[src/rtl/wam_pkg.sv]
// -----------------------------------------------------------------------------
// wam_pkg
// Shared definitions for the Whac-A-Mole round controller: FSM state
// encodings, LFSR seed and tap mask, hole count, and a popcount helper.
// -----------------------------------------------------------------------------
package wam_pkg;

    typedef enum logic [1:0] {
        ST_IDLE = 2'd0,
        ST_RUN  = 2'd1,
        ST_OVER = 2'd2
    } wam_state_e;

    localparam int         NUM_HOLES = 8;
    localparam logic [7:0] LFSR_SEED = 8'hA5;
    // x^8 + x^6 + x^5 + x^4 + 1, shift-left form: feedback from bits 7,5,4,3
    localparam logic [7:0] LFSR_TAPS = 8'hB8;

    function automatic logic [3:0] popcount8(input logic [7:0] v);
        logic [3:0] n;
        n = '0;
        for (int i = 0; i < 8; i++) begin
            n = n + {3'b000, v[i]};
        end
        return n;
    endfunction

endpackage

[src/rtl/wam_lfsr.sv]
// -----------------------------------------------------------------------------
// wam_lfsr
// Free-running 8-bit Fibonacci LFSR (x^8+x^6+x^5+x^4+1), synchronously reset
// to the seed. Advances every clock regardless of game state. The maximal-
// length polynomial and non-zero seed keep it out of the all-zero lock-up.
// Ports:
//   clk_19    in   game clock
//   rst       in   synchronous active-high reset (loads seed)
//   hole_idx  out  low three LFSR bits, used as the spawn candidate hole
// -----------------------------------------------------------------------------
module wam_lfsr
    import wam_pkg::*;
(
    input  logic       clk_19,
    input  logic       rst,
    output logic [2:0] hole_idx
);

    logic [7:0] lfsr_q;
    logic [7:0] lfsr_d;

    always_comb begin
        lfsr_d = {lfsr_q[6:0], ^(lfsr_q & LFSR_TAPS)};
    end

    always_ff @(posedge clk_19) begin
        if (rst) begin
            lfsr_q <= LFSR_SEED;
        end else begin
            lfsr_q <= lfsr_d;
        end
    end

    assign hole_idx = lfsr_q[2:0];

endmodule

[src/rtl/wam_mole_ctl.sv]
// -----------------------------------------------------------------------------
// wam_mole_ctl
// Whac-A-Mole round controller. Sequences a round, spawns moles into eight
// holes from an LFSR, retires them on expiry or effective hit, and keeps the
// round's score and miss counts (both saturating at 255).
//
// Optional feature macro: WAM_SPEEDUP_EN
//   defined     : spawn lifetime = max(LIFE_TICKS - score[7:2], LIFE_MIN)
//   not defined : spawn lifetime = LIFE_TICKS
//
// Ports:
//   clk_19  in   game clock (sole clock)
//   rst     in   synchronous active-high reset
//   start   in   level; starts a round when sampled high in IDLE or OVER
//   hit     in   [7:0] effective-hit vector, one bit per hole
//   holes   out  [7:0] lit holes
//   score   out  [7:0] hits this round
//   miss    out  [7:0] expired moles this round
//   busy    out  high while in RUN
//   over    out  high while in OVER
//
// state | meaning
// ------+-------------------------------------------------------------
// IDLE  | after reset; holes dark, waiting for start
// RUN   | round in progress; spawning, expiring, scoring
// OVER  | round finished; holes dark, final score/miss held
// -----------------------------------------------------------------------------
module wam_mole_ctl
    import wam_pkg::*;
#(
    parameter int LIFE_TICKS  = 24,
    parameter int LIFE_MIN    = 4,
    parameter int SPAWN_TICKS = 8,
    parameter int GAME_TICKS  = 1024,
    parameter int MAX_MOLES   = 3
) (
    input  logic       clk_19,
    input  logic       rst,
    input  logic       start,
    input  logic [7:0] hit,
    output logic [7:0] holes,
    output logic [7:0] score,
    output logic [7:0] miss,
    output logic       busy,
    output logic       over
);

    localparam int GAME_W  = $clog2(GAME_TICKS + 1);
    localparam int SPAWN_W = $clog2(SPAWN_TICKS + 1);
    localparam int LIFE_W  = $clog2(LIFE_TICKS + 1);

    wam_state_e          state_q, state_d;
    logic [GAME_W-1:0]   game_q, game_d;
    logic [SPAWN_W-1:0]  spawn_q, spawn_d;
    logic [LIFE_W-1:0]   life_q [NUM_HOLES];
    logic [LIFE_W-1:0]   life_d [NUM_HOLES];
    logic [7:0]          holes_q, holes_d;
    logic [7:0]          score_q, score_d;
    logic [7:0]          miss_q, miss_d;
    logic                busy_q, busy_d;
    logic                over_q, over_d;

    logic [2:0]          hole_idx;
    logic [LIFE_W-1:0]   life_load;
    logic [7:0]          hit_eff;
    logic [7:0]          expire;
    logic [7:0]          spawn_vec;
    logic [8:0]          score_sum;
    logic [8:0]          miss_sum;

    wam_lfsr u_lfsr (
        .clk_19   (clk_19),
        .rst      (rst),
        .hole_idx (hole_idx)
    );

`ifdef WAM_SPEEDUP_EN
    int life_calc;

    // Uses the score before this cycle's update; score[7:2] never exceeds 63.
    always_comb begin
        life_calc = LIFE_TICKS - int'(score_q[7:2]);
        if (life_calc < LIFE_MIN) begin
            life_calc = LIFE_MIN;
        end
        life_load = LIFE_W'(life_calc);
    end
`else
    // LIFE_MIN never exceeds LIFE_TICKS, so this always resolves to LIFE_TICKS.
    assign life_load = LIFE_W'((LIFE_MIN > LIFE_TICKS) ? LIFE_MIN : LIFE_TICKS);
`endif

    always_comb begin
        state_d   = state_q;
        game_d    = game_q;
        spawn_d   = spawn_q;
        life_d    = life_q;
        holes_d   = holes_q;
        score_d   = score_q;
        miss_d    = miss_q;
        hit_eff   = '0;
        expire    = '0;
        spawn_vec = '0;
        score_sum = '0;
        miss_sum  = '0;

        case (state_q)
            ST_IDLE, ST_OVER: begin
                holes_d = '0;
                if (start) begin
                    state_d = ST_RUN;
                    score_d = '0;
                    miss_d  = '0;
                    game_d  = GAME_W'(GAME_TICKS);
                    spawn_d = SPAWN_W'(SPAWN_TICKS);
                    for (int i = 0; i < NUM_HOLES; i++) begin
                        life_d[i] = '0;
                    end
                end
            end

            ST_RUN: begin
                // Hits on dark holes are late qualifier echoes and are dropped.
                hit_eff = hit & holes_q;
                for (int i = 0; i < NUM_HOLES; i++) begin
                    if (holes_q[i]) begin
                        life_d[i] = life_q[i] - LIFE_W'(1);
                        if (!hit[i] && (life_q[i] == LIFE_W'(1))) begin
                            expire[i] = 1'b1;
                        end
                    end
                end

                // Capacity is judged on occupancy before this cycle's clears.
                if (spawn_q == SPAWN_W'(1)) begin
                    spawn_d = SPAWN_W'(SPAWN_TICKS);
                    if (!holes_q[hole_idx] &&
                        (popcount8(holes_q) < 4'(MAX_MOLES))) begin
                        spawn_vec[hole_idx] = 1'b1;
                        life_d[hole_idx]    = life_load;
                    end
                end else begin
                    spawn_d = spawn_q - SPAWN_W'(1);
                end

                holes_d   = (holes_q & ~hit_eff & ~expire) | spawn_vec;
                score_sum = {1'b0, score_q} + {5'b00000, popcount8(hit_eff)};
                score_d   = score_sum[8] ? 8'hFF : score_sum[7:0];

                if (game_q == GAME_W'(1)) begin
                    // Round ends: moles still lit are cleared without a miss.
                    state_d = ST_OVER;
                    holes_d = '0;
                end else begin
                    miss_sum = {1'b0, miss_q} + {5'b00000, popcount8(expire)};
                    miss_d   = miss_sum[8] ? 8'hFF : miss_sum[7:0];
                end
                game_d = game_q - GAME_W'(1);
            end

            default: begin
                state_d = ST_IDLE;
                holes_d = '0;
            end
        endcase

        busy_d = (state_d == ST_RUN);
        over_d = (state_d == ST_OVER);
    end

    always_ff @(posedge clk_19) begin
        if (rst) begin
            state_q <= ST_IDLE;
            game_q  <= '0;
            spawn_q <= '0;
            holes_q <= '0;
            score_q <= '0;
            miss_q  <= '0;
            busy_q  <= 1'b0;
            over_q  <= 1'b0;
            for (int i = 0; i < NUM_HOLES; i++) begin
                life_q[i] <= '0;
            end
        end else begin
            state_q <= state_d;
            game_q  <= game_d;
            spawn_q <= spawn_d;
            holes_q <= holes_d;
            score_q <= score_d;
            miss_q  <= miss_d;
            busy_q  <= busy_d;
            over_q  <= over_d;
            life_q  <= life_d;
        end
    end

    assign holes = holes_q;
    assign score = score_q;
    assign miss  = miss_q;
    assign busy  = busy_q;
    assign over  = over_q;

endmodule

[config.mk]
export PLATFORM = sky130hd
export DESIGN_NAME = wam_mole_ctl
export DESIGN_NICKNAME = d
export VERILOG_FILES = /design/src/rtl/wam_pkg.sv /design/src/rtl/wam_lfsr.sv /design/src/rtl/wam_mole_ctl.sv
export SDC_FILE = /design/constraint.sdc
export NUM_CORES = 1
export LEC_CHECK = 0
export ABC_AREA = 1
export BUFFER_PORTS_ARGS = -buffer_cell sky130_fd_sc_hd__buf_2
export CORE_ASPECT_RATIO = 2
export CORE_MARGIN = 8
export CORE_UTILIZATION = 50
export DETAILED_ROUTE_END_ITERATION = 10
export PLACE_DENSITY_LB_ADDON = 0.15
export SLEW_MARGIN = 5
export SYNTH_ARGS = -nofsm -noshare
export SYNTH_HDL_FRONTEND = slang
export SYNTH_SLANG_ARGS = --single-unit
[constraint.sdc]
create_clock -name clk_19 -period 7.7 [get_ports clk_19]
set_input_delay 0.385 -clock clk_19 [delete_from_list [all_inputs] [get_ports clk_19]]
set_output_delay 0.385 -clock clk_19 [all_outputs]
set_load 0.01 [all_outputs]
==> impl_metrics.tcl, run 1 <==
set metrics [dict create \
    status "finished clean" \
    start_util 0.505 \
    multi_input_area_mm2 0.00308 \
    critical_path_class "flip-flop to flip-flop" \
    cts_resized 0 \
    place_inst 885 \
    cts_root_buffer "clkbuf_16" \
    die_area_mm2 0.0147 \
    fillers 1046 \
    tns_ns 0 \
    ir_worst_vdd_mv 0.128 \
    synth_area_leaders "dfxtp_1, nand2_1, ha_1, inv_1, xor2_1" \
    clk_latency_ns 0.34 \
    htree_levels 3 \
    yosys.area.top_type "dfxtp_1" \
    ys_warn_count 0 \
    cts_tree "yes" \
    synth_top_area_share 0.334 \
    die_y_um 164 \
    fin_crit_sh 0.561 \
    drc 0 \
    cp_slowest_cell "fa_1" \
    hold_viol 0 \
    p_clk_frac 0.440 \
    pre_cts_slack_ns 3.40 \
    maxCapViolations 0 \
    port_buffers 36 \
    slowest_delay_ns 0.57 \
    first_pass_iters 5 \
    switching_power_w 0.000274 \
    syn_avg_cell_area_um2 7.49 \
    path_clk_slew_ns 0.07 \
    worst_slack_ns 3.38 \
    grt_use_total 0.183 \
    ys_ff_latch 91 \
    dp_hpwl_um 9760 \
    crit_chain "nand2_1 -> nor2_1 -> nand4_1 -> fa_1 -> inv_1 -> fa_1 -> fa_1 -> inv_1 -> fa_1 -> inv_1 -> fa_1 -> nand3_1 -> nand2_1 -> nand2_1 -> nor2_1 -> inv_1 -> nand3_1 -> nand2_1 -> nand2_1" \
    finalPower_w 0.00109 \
    post_cts_buffers 0 \
    clock.fmax_mhz 232 \
    area_growth_pct 10.4 \
    detail-route-antenna-nets 0 \
    vias 4837 \
    hold_buffers 0 \
    swShare 0.252 \
    die_w_um 89.9 \
    fin_crit_ns 4.32 \
    io-pin-count 37 \
    synth.distinct_cells 41 \
    ff_latch_area_mm2 0.00182 \
    grt_pass1_vias 4825 \
    first_iter_violations 205 \
    cp_max_fo 12 \
    yosysMostFrequentCell "nand2_1" \
    cp.arrival_ns 4.61 \
    finalSetupViolations 0 \
    cp-start-kind "flip-flop" \
    power.leakage_nw 2.66 \
    crit_path_end_kind "flip-flop" \
    async_flop_share 0 \
    syn_area_mm2 0.00546 \
    skew_ns 0.00951 \
    syn_nets 789 \
    rsz0062_at_grt "no" \
    rows 54 \
    synth_edf_count 0 \
    seq_power_share 0.462 \
    grt_pass1_wl_um 22200 \
    drive_above_1_share 0.108 \
    place.gp.congestion 0.907 \
    cts.path.max_buffers 2 \
    numCtsBuffers 9 \
    internal-power_w 0.000812 \
    power.share.combinational 0.097 \
    overflow 0 \
    drt_wl_total_um 13100 \
    max_slew_margin 0.512 \
    cp.required_ns 7.99 \
    vias_per_cell 5.37 \
    seq_area_frac_synth 0.334 \
    hold_class "input port to flip-flop" \
    antenna_found_initial 0 \
    antennaDiodeCount 0 \
    wire_per_inst_um 14.5 \
    power_density_mw_per_mm2 180 \
    ys.flop_type "dfxtp_1" \
    synthTopCellsByCount "nand2_1, inv_1, dfxtp_1" \
    synth_cells 729 \
    grt_start_max_net_pins 44 \
    clkSinkCount 91 \
    fin_nets 816 \
    coreArea_mm2 0.0108 \
    fin_cells 901 \
    tightest_slew_ns 0.730 \
    slew_violations 0 \
]
cells by family after synthesis:
logic type,Yosys count,share of synthesized area
AO/OA/AOI/OAI,125,0.128
AND/OR/NAND/NOR,292,0.250
adder cells (fa/ha/maj),49,0.132
XOR/XNOR,34,0.0546
flip-flops,91,0.334
buffers and inverters,138,0.102
layout by cell type (no fill, tap or decap), types with 4 or more instances in the layout:
cell type  instances
or2_2              6
nand4_1           28
fa_1              14
o21ai_2            4
nand3_1           47
a21oi_1           42
o21ai_1           17
nand2_1          125
inv_2              5
buf_2             36
ha_1              35
inv_1            110
xor2_1            33
nor2_1            48
clkbuf_16          9
nor2_2             4
dfxtp_1           91
nor4_1             5
a211oi_1           6
o21ai_0           38
o31ai_1            4
nor3_1            18
metrics by stage:
stage / utilization / hold slack [ns] / area, um^2
after detailed placement: 0.528 / 0.407 / 5710
after global placement: 0.528 / 0.395 / 5710
after floorplan: - / 0.389 / 5460
after global routing: 0.557 / 0.367 / 6030
after CTS: 0.557 / 0.350 / 6030
final: 0.557 / 0.359 / 6030
critical path, delay by kind of cell (launching register included):
family        cells  cell delay (ns)
flops             1             0.56
fa+ha+maj         5             2.24
buf+inv           4             0.31
simple gates     10             1.14
registers in the layout, indices dropped and copies added, names as in the netlist, 2 cells and up:
signal         flops
miss               8
spawn_q            4
u_lfsr.lfsr_q      8
game_q            11
score              8
life_q            40
holes              8
state_q            2
worst paths after layout:
kind | from | end | slack [ns] | cells past startpoint
max | holes[1]$_SDFF_PP0_ | miss[7]$_SDFFE_PP0P_ | 3.38 | 19
min | hit[2] | holes[2]$_SDFF_PP0_ | 0.36 | 4
min reg2reg | u_lfsr.lfsr_q[6]$_SDFF_PP0_ | u_lfsr.lfsr_q[7]$_SDFF_PP1_ | 0.42 | 1
max reg2reg | holes[1]$_SDFF_PP0_ | miss[7]$_SDFFE_PP0P_ | 3.38 | 19
layout make-up:
class                   count  share of cell area
multi-input cells         500               0.511
repair buffers             37              0.0311
clock inverters             4              0.0123
inverters                 117              0.0733
flip-flops and latches     91               0.302
well taps                 140              0.0291
clock buffers              12              0.0409
per-layer routing:
metal	global-route usage	part of all wire
met1	0.187	0.39
met4	0.108	0.040
met3	0.0302	0.036
met2	0.343	0.54
met5	0	0
power groups by stage:
stage / Clock, W / Combinational, W / Sequential [W]
after global routing: 0.000505 / 0.000119 / 0.000504
after floorplan: 0 / 0.0000871 / 0.000505
final: 0.000478 / 0.000106 / 0.000502
after global placement: 0 / 0.000104 / 0.000512
after CTS: 0.000484 / 0.000108 / 0.000502
after detailed placement: 0 / 0.000107 / 0.000512
Power figures use the tool's default switching activity.
==> inputs of run 2 (changes only) <==
==> constraint.sdc (replaced) <==
create_clock -name clk_19 -period 3.6 [get_ports clk_19]
set_input_delay 0.18 -clock clk_19 [delete_from_list [all_inputs] [get_ports clk_19]]
set_output_delay 0.18 -clock clk_19 [all_outputs]
set_load 0.01 [all_outputs]
==> run 2 against run 1 <==
- the flow now finishes with violations (negative setup slack)
- flip-flop and latch count is the same
- hold slack worse by 0.22 ns
- critical path depth rose by 1
- utilization up 7.3 points
- worst setup slack got worse by 3.6 ns
- via count grew 4.5%
- maximum frequency rose by 14%
- register-to-register slack got worse by 3.6 ns
- sequential share of layout area fell by 3.3 points
- power grew 120%
- largest power group is now clock
==> impl_metrics.tcl, run 2 (synthesized netlist as in run 1, its figures left out) <==
set metrics [dict create \
    status "finished, violations left" \
    violations "negative setup slack" \
    drc 0 \
    rows 54 \
    fin_crit_ns 3.79 \
    port_buffers 36 \
    overflow 0 \
    die_w_um 89.9 \
    cp_max_fo 5 \
    grt_start_max_net_pins 40 \
    slew_violations 0 \
    regToRegEndpoint "miss[2]$_SDFFE_PP0P_" \
    dp_hpwl_um 10300 \
    reg_top3 "life_q (40), game_q (11)" \
    vias_per_cell 5.33 \
    first_pass_iters 4 \
    grt_pass1_wl_um 23000 \
    hold_viol 0 \
    cp.required_ns 3.89 \
    ir_worst_vdd_mv 0.338 \
    detail-route-antenna-nets 0 \
    place.gp.congestion 0.883 \
    die_area_mm2 0.0147 \
    antenna_found_initial 0 \
    fillers 956 \
    placed_cell_area_mm2 0.00599 \
    cts.path.max_buffers 2 \
    worst_slack_ns -0.193 \
    hold_depth 4 \
    mostFrequentLayoutCells "nand2_1, inv_1, dfxtp_1, nor2_1, buf_4" \
    start_util 0.505 \
    drt_wl_total_um 14500 \
    largest_reg_flops 40 \
    largest-register "life_q" \
    reg2reg_slack_ns -0.19 \
    fin_crit_sh 1.05 \
    holdWs_ns 0.143 \
    reg2regPathDepth 20 \
    coreArea_mm2 0.0108 \
    tns_ns -4.20 \
    layout_commonest_cell "nand2_1" \
    cp.arrival_ns 4.09 \
    first_iter_violations 213 \
    cts_root_buffer "clkbuf_16" \
    cp_slowest_cell "fa_1" \
    area_growth_pct 24.9 \
    hold_class "input port to flip-flop" \
    path_clk_slew_ns 0.07 \
    htree_levels 3 \
    antennaDiodeCount 0 \
    place_inst 919 \
    finalSetupViolations 55 \
    grt_use_total 0.192 \
    fin_nets 863 \
    tightest_slew_ns 0.892 \
    cp-start-kind "flip-flop" \
    skew_ns 0.0109 \
    rsz0062_at_grt "yes" \
    drive_above_1_share 0.281 \
    numCtsBuffers 9 \
    die_y_um 164 \
    wire_per_inst_um 15.3 \
    power.leakage_nw 2.98 \
    clock.fmax_mhz 264 \
    io-pin-count 37 \
    clkSinkCount 91 \
    maxCapViolations 0 \
    finalPower_w 0.00243 \
    hold_start "hit[2]" \
    grt_pass1_vias 4925 \
    fin_cells 948 \
    rr_startpoint "life_q[21]$_SDFFE_PP0P_" \
    vias 5055 \
    whs_endpoint "holes[2]$_SDFF_PP0_" \
    crit_chain "inv_2 -> ha_4 -> nand2_2 -> nor3_2 -> nand3_2 -> fa_1 -> inv_1 -> fa_1 -> fa_1 -> inv_2 -> fa_2 -> inv_2 -> fa_2 -> nand3_2 -> nand2_2 -> nand2_4 -> nor2_4 -> buf_4 -> o21ai_1 -> nand2_1" \
    power_density_mw_per_mm2 356 \
    slowest_delay_ns 0.51 \
    crit_path_end_kind "flip-flop" \
    clk_latency_ns 0.35 \
    cts_tree "yes" \
    fin_area_mm2 0.00682 \
    critical_path_class "flip-flop to flip-flop" \
    max_slew_margin 0.404 \
]
-- run 2: cell types whose count changed in the layout (fill, tap and decap cells not counted), moves of 20 or more --
cell and delta:
o21ai_0 -25, nand3_2 +20, nand3_1 -20, buf_4 +38
nand2_2 +22, nand2_1 -27
-- run 2: worst max-delay path by stage --
stage / from / endpoint / slack (ns) / depth (start not counted)
after global routing: life_q[21]$_SDFFE_PP0P_ / miss[0]$_SDFFE_PP0P_ / -0.34 / 21
after floorplan: holes[1]$_SDFF_PP0_ / score[2]$_SDFFE_PP0P_ / 0.003 / 18
after detailed placement: life_q[21]$_SDFFE_PP0P_ / miss[7]$_SDFFE_PP0P_ / -0.34 / 21
after global placement: life_q[21]$_SDFFE_PP0P_ / miss[7]$_SDFFE_PP0P_ / -0.28 / 21
after CTS: life_q[21]$_SDFFE_PP0P_ / miss[6]$_SDFFE_PP0P_ / -0.21 / 20
final: life_q[21]$_SDFFE_PP0P_ / miss[2]$_SDFFE_PP0P_ / -0.19 / 20
-- run 2: where the power goes --
part           switching (W)  leakage (nW)  internal (W)  total (W)
registers          0.0000341         0.742       0.00104    0.00107
clock network       0.000412         0.169      0.000696    0.00111
logic               0.000172          2.07     0.0000768   0.000248
total               0.000618          2.98       0.00181    0.00243
-- run 2: area by class of cell --
| cell class | instances | area, um^2 | share of cell area |
|---|---|---|---|
| multi-input combinational | 500 | 3440 | 0.505 |
| sequential | 91 | 1830 | 0.269 |
| timing repair buffer | 84 | 574 | 0.0843 |
| inverter | 117 | 447 | 0.0655 |
| clock buffer | 11 | 243 | 0.0356 |
| tap | 140 | 175 | 0.0257 |
| clock inverter | 5 | 100 | 0.0147 |
-- run 2: layer usage --
layer	track usage	part of all wire	up-vias	wire, um
met5	0	0	-	0
met3	0.0293	0.023	30	331
met4	0.112	0.035	0	505
li1	-	-	2531	-
met2	0.367	0.56	83	8100
met1	0.191	0.38	2411	5520
-- run 2: worst max-delay path, delay by kind of cell, from the launching register on --
family,cells,cell delay (ns)
adder cells (fa/ha/maj),6,2.17
AND/OR/NAND/NOR,8,0.82
buffers and inverters,5,0.37
flip-flops,1,0.33
AO/OA/AOI/OAI,1,0.05
-- run 2: timing repair --
action / 4_1_cts / 5_1_grt
buffers inserted: 4 / 10
pin swaps: 18 / 28
hold buffers: 0 / 0
gates resized for setup: 32 / 103
endpoints found under the setup margin: 53 / 64
-- run 2: stage by stage --
| stage | utilization | setup WS, ns |
|---|---|---|
| final | 0.631 | -0.193 |
| after CTS | 0.597 | -0.208 |
| after global routing | 0.631 | -0.344 |
| after floorplan | - | 0.00333 |
| after detailed placement | 0.554 | -0.336 |
| after global placement | 0.554 | -0.283 |
==> inputs of run 3 (changes only) <==
--- a/config.mk
+++ b/config.mk
@@ -7,9 +7,11 @@
 export LEC_CHECK = 0
 export ABC_AREA = 1
 export BUFFER_PORTS_ARGS = -buffer_cell sky130_fd_sc_hd__buf_2
+export CELL_PAD_IN_SITES_DETAIL_PLACEMENT = 1
+export CELL_PAD_IN_SITES_GLOBAL_PLACEMENT = 1
 export CORE_ASPECT_RATIO = 2
-export CORE_MARGIN = 8
-export CORE_UTILIZATION = 50
+export CORE_MARGIN = 5
+export CORE_UTILIZATION = 41
 export DETAILED_ROUTE_END_ITERATION = 10
 export PLACE_DENSITY_LB_ADDON = 0.15
 export SLEW_MARGIN = 5
==> run 3 against run 2 <==
- the run still ends with negative setup slack left
- flip-flop and latch count stayed put
- combinational power up 4%
- non-clock buffer count fell by 3
- cell area is 0.79% higher
- clock power about the same
- clock skew is essentially flat
- routed wire length rose by 14%
- highest routed layer unchanged
==> impl_metrics.tcl, run 3 (synthesized netlist as in run 1, its figures left out) <==
set metrics [dict create \
    swShare 0.261 \
    hold_class "input port to flip-flop" \
    mostFrequentLayoutCells "inv_1, nand2_1, dfxtp_1, nor2_1, a21oi_1" \
    reg_top3 "life_q (40), game_q (11)" \
    first_pass_iters 4 \
    clk_latency_ns 0.35 \
    largest-register "life_q" \
    first_iter_violations 117 \
    overflow 0 \
    antennaDiodeCount 0 \
    critical_path_class "flip-flop to flip-flop" \
    cp.required_ns 3.89 \
    final_util 0.526 \
    ir_worst_vdd_mv 0.288 \
    rsz0062_at_grt "yes" \
    fillers 1624 \
    clock.fmax_mhz 260 \
    port_buffers 36 \
    place.gp.congestion 0.803 \
    cts_tree "yes" \
    grt_pass1_vias 5648 \
    power.share.combinational 0.105 \
    start_util 0.418 \
    switching_power_w 0.000642 \
    cts.path.max_buffers 2 \
    drive_above_1_share 0.281 \
    die_area_mm2 0.0159 \
    fin_nets 860 \
    slew_violations 0 \
    max_slew_margin 0.339 \
    cp_max_fo 5 \
    finalPower_w 0.00246 \
    cp.arrival_ns 4.13 \
    multi_input_area_mm2 0.00348 \
    wire_per_inst_um 17.3 \
    maxCapViolations 0 \
    status "finished, violations left" \
    grt_pass1_wl_um 27000 \
    finalSetupViolations 64 \
    rows 59 \
    p_clk_frac 0.458 \
    fin_crit_ns 3.84 \
    numCtsBuffers 9 \
    die_w_um 91.6 \
    dp_hpwl_um 12100 \
    grt_use_total 0.211 \
    internal-power_w 0.00181 \
    antenna_found_initial 0 \
    worst_slack_ns -0.241 \
    power.leakage_nw 2.98 \
    vias_per_cell 5.39 \
    clkSinkCount 91 \
    power_density_mw_per_mm2 358 \
    seq_power_share 0.436 \
    fin_crit_sh 1.07 \
    skew_ns 0.0105 \
    violations "negative setup slack" \
    crit_path_end_kind "flip-flop" \
    hold_viol 0 \
    drc 0 \
    htree_levels 3 \
    drt_wl_total_um 16600 \
    path_clk_slew_ns 0.07 \
    area_growth_pct 25.9 \
    tightest_slew_ns 0.991 \
    detail-route-antenna-nets 0 \
    grt_start_max_net_pins 40 \
    ff_latch_area_mm2 0.00183 \
    cts_root_buffer "clkbuf_16" \
    die_y_um 173 \
    cp-start-kind "flip-flop" \
    largest_reg_flops 40 \
    coreArea_mm2 0.0131 \
    io-pin-count 37 \
    vias 5162 \
]
==> run 3: area by class of cell <==
type	count	share of cell area
Multi-Input combinational cell	500	0.507
Sequential cell	91	0.267
Timing Repair Buffer	81	0.0825
Inverter	117	0.0647
Clock buffer	10	0.0348
Tap cell	152	0.0277
Clock inverter	6	0.0164
==> run 3: critical path: stages (launching register included) <==
cell     delay [ns]
dfxtp_2        0.33
inv_2          0.07
ha_4           0.12
nand2_2        0.05
nor3_2         0.17
nand3_2        0.14
fa_1           0.51
inv_1          0.05
fa_1           0.46
fa_1           0.52
inv_2          0.05
fa_2           0.37
inv_2          0.08
fa_2           0.21
nand3_2        0.08
nand2_2        0.10
nand2_4        0.07
nor2_4         0.17
inv_2          0.06
nand3_2        0.07
nand2_1        0.05
nand2_1        0.05
==> run 3: metal layers <==
metal,track usage,share of wire,routed length [um],vias up
met5,0,0,0,-
met2,0.419,0.58,9600,61
met4,0.106,0.037,613,0
li1,-,-,-,2521
met3,0.0270,0.022,366,35
met1,0.205,0.36,5980,2545
==> run 3: worst paths after layout <==
check / startpoint / endpoint / slack [ns] / cells after the start
setup / recovery: life_q[21]$_SDFFE_PP0P_ / miss[7]$_SDFFE_PP0P_ / -0.24 / 21
hold / removal: hit[4] / holes[4]$_SDFF_PP0_ / 0.14 / 4
setup reg to reg: life_q[21]$_SDFFE_PP0P_ / miss[7]$_SDFFE_PP0P_ / -0.24 / 21
hold reg to reg: u_lfsr.lfsr_q[6]$_SDFF_PP0_ / u_lfsr.lfsr_q[7]$_SDFF_PP1_ / 0.44 / 1
==> run 3: timing repair <==
item,in CTS,in global routing
endpoints found under the setup margin,64,63
pin swaps,15,11
setup buffers,1,9
resized for setup,84,53
hold buffers,0,0
==> run 3: power groups by stage <==
stage / clock network, W / registers [W] / logic [W]
global route: 0.00119 / 0.00108 / 0.000289
floorplan: 0 / 0.00108 / 0.000186
finish: 0.00113 / 0.00107 / 0.000258
CTS: 0.00114 / 0.00107 / 0.000256
global placement: 0 / 0.00109 / 0.000235
detailed placement: 0 / 0.00109 / 0.000246
==> run 3: stage by stage <==
| stage | area, um^2 | hold slack, ns | instances | setup slack (ns) | TNS (ns) |
|---|---|---|---|---|---|
| 6_report | 6870 | 0.140 | 957 | -0.241 | -6.82 |
| 3_5_place_dp | 6010 | 0.417 | 931 | -0.318 | -7.49 |
| 3_3_place_gp | 6010 | 0.392 | 931 | -0.261 | -4.20 |
| 4_1_cts | 6610 | 0.141 | 948 | -0.263 | -4.44 |
| 5_1_grt | 6870 | 0.162 | 957 | -0.437 | -14.99 |
| 2_1_floorplan | 5500 | 0.356 | 729 | 0.00333 | 0 |
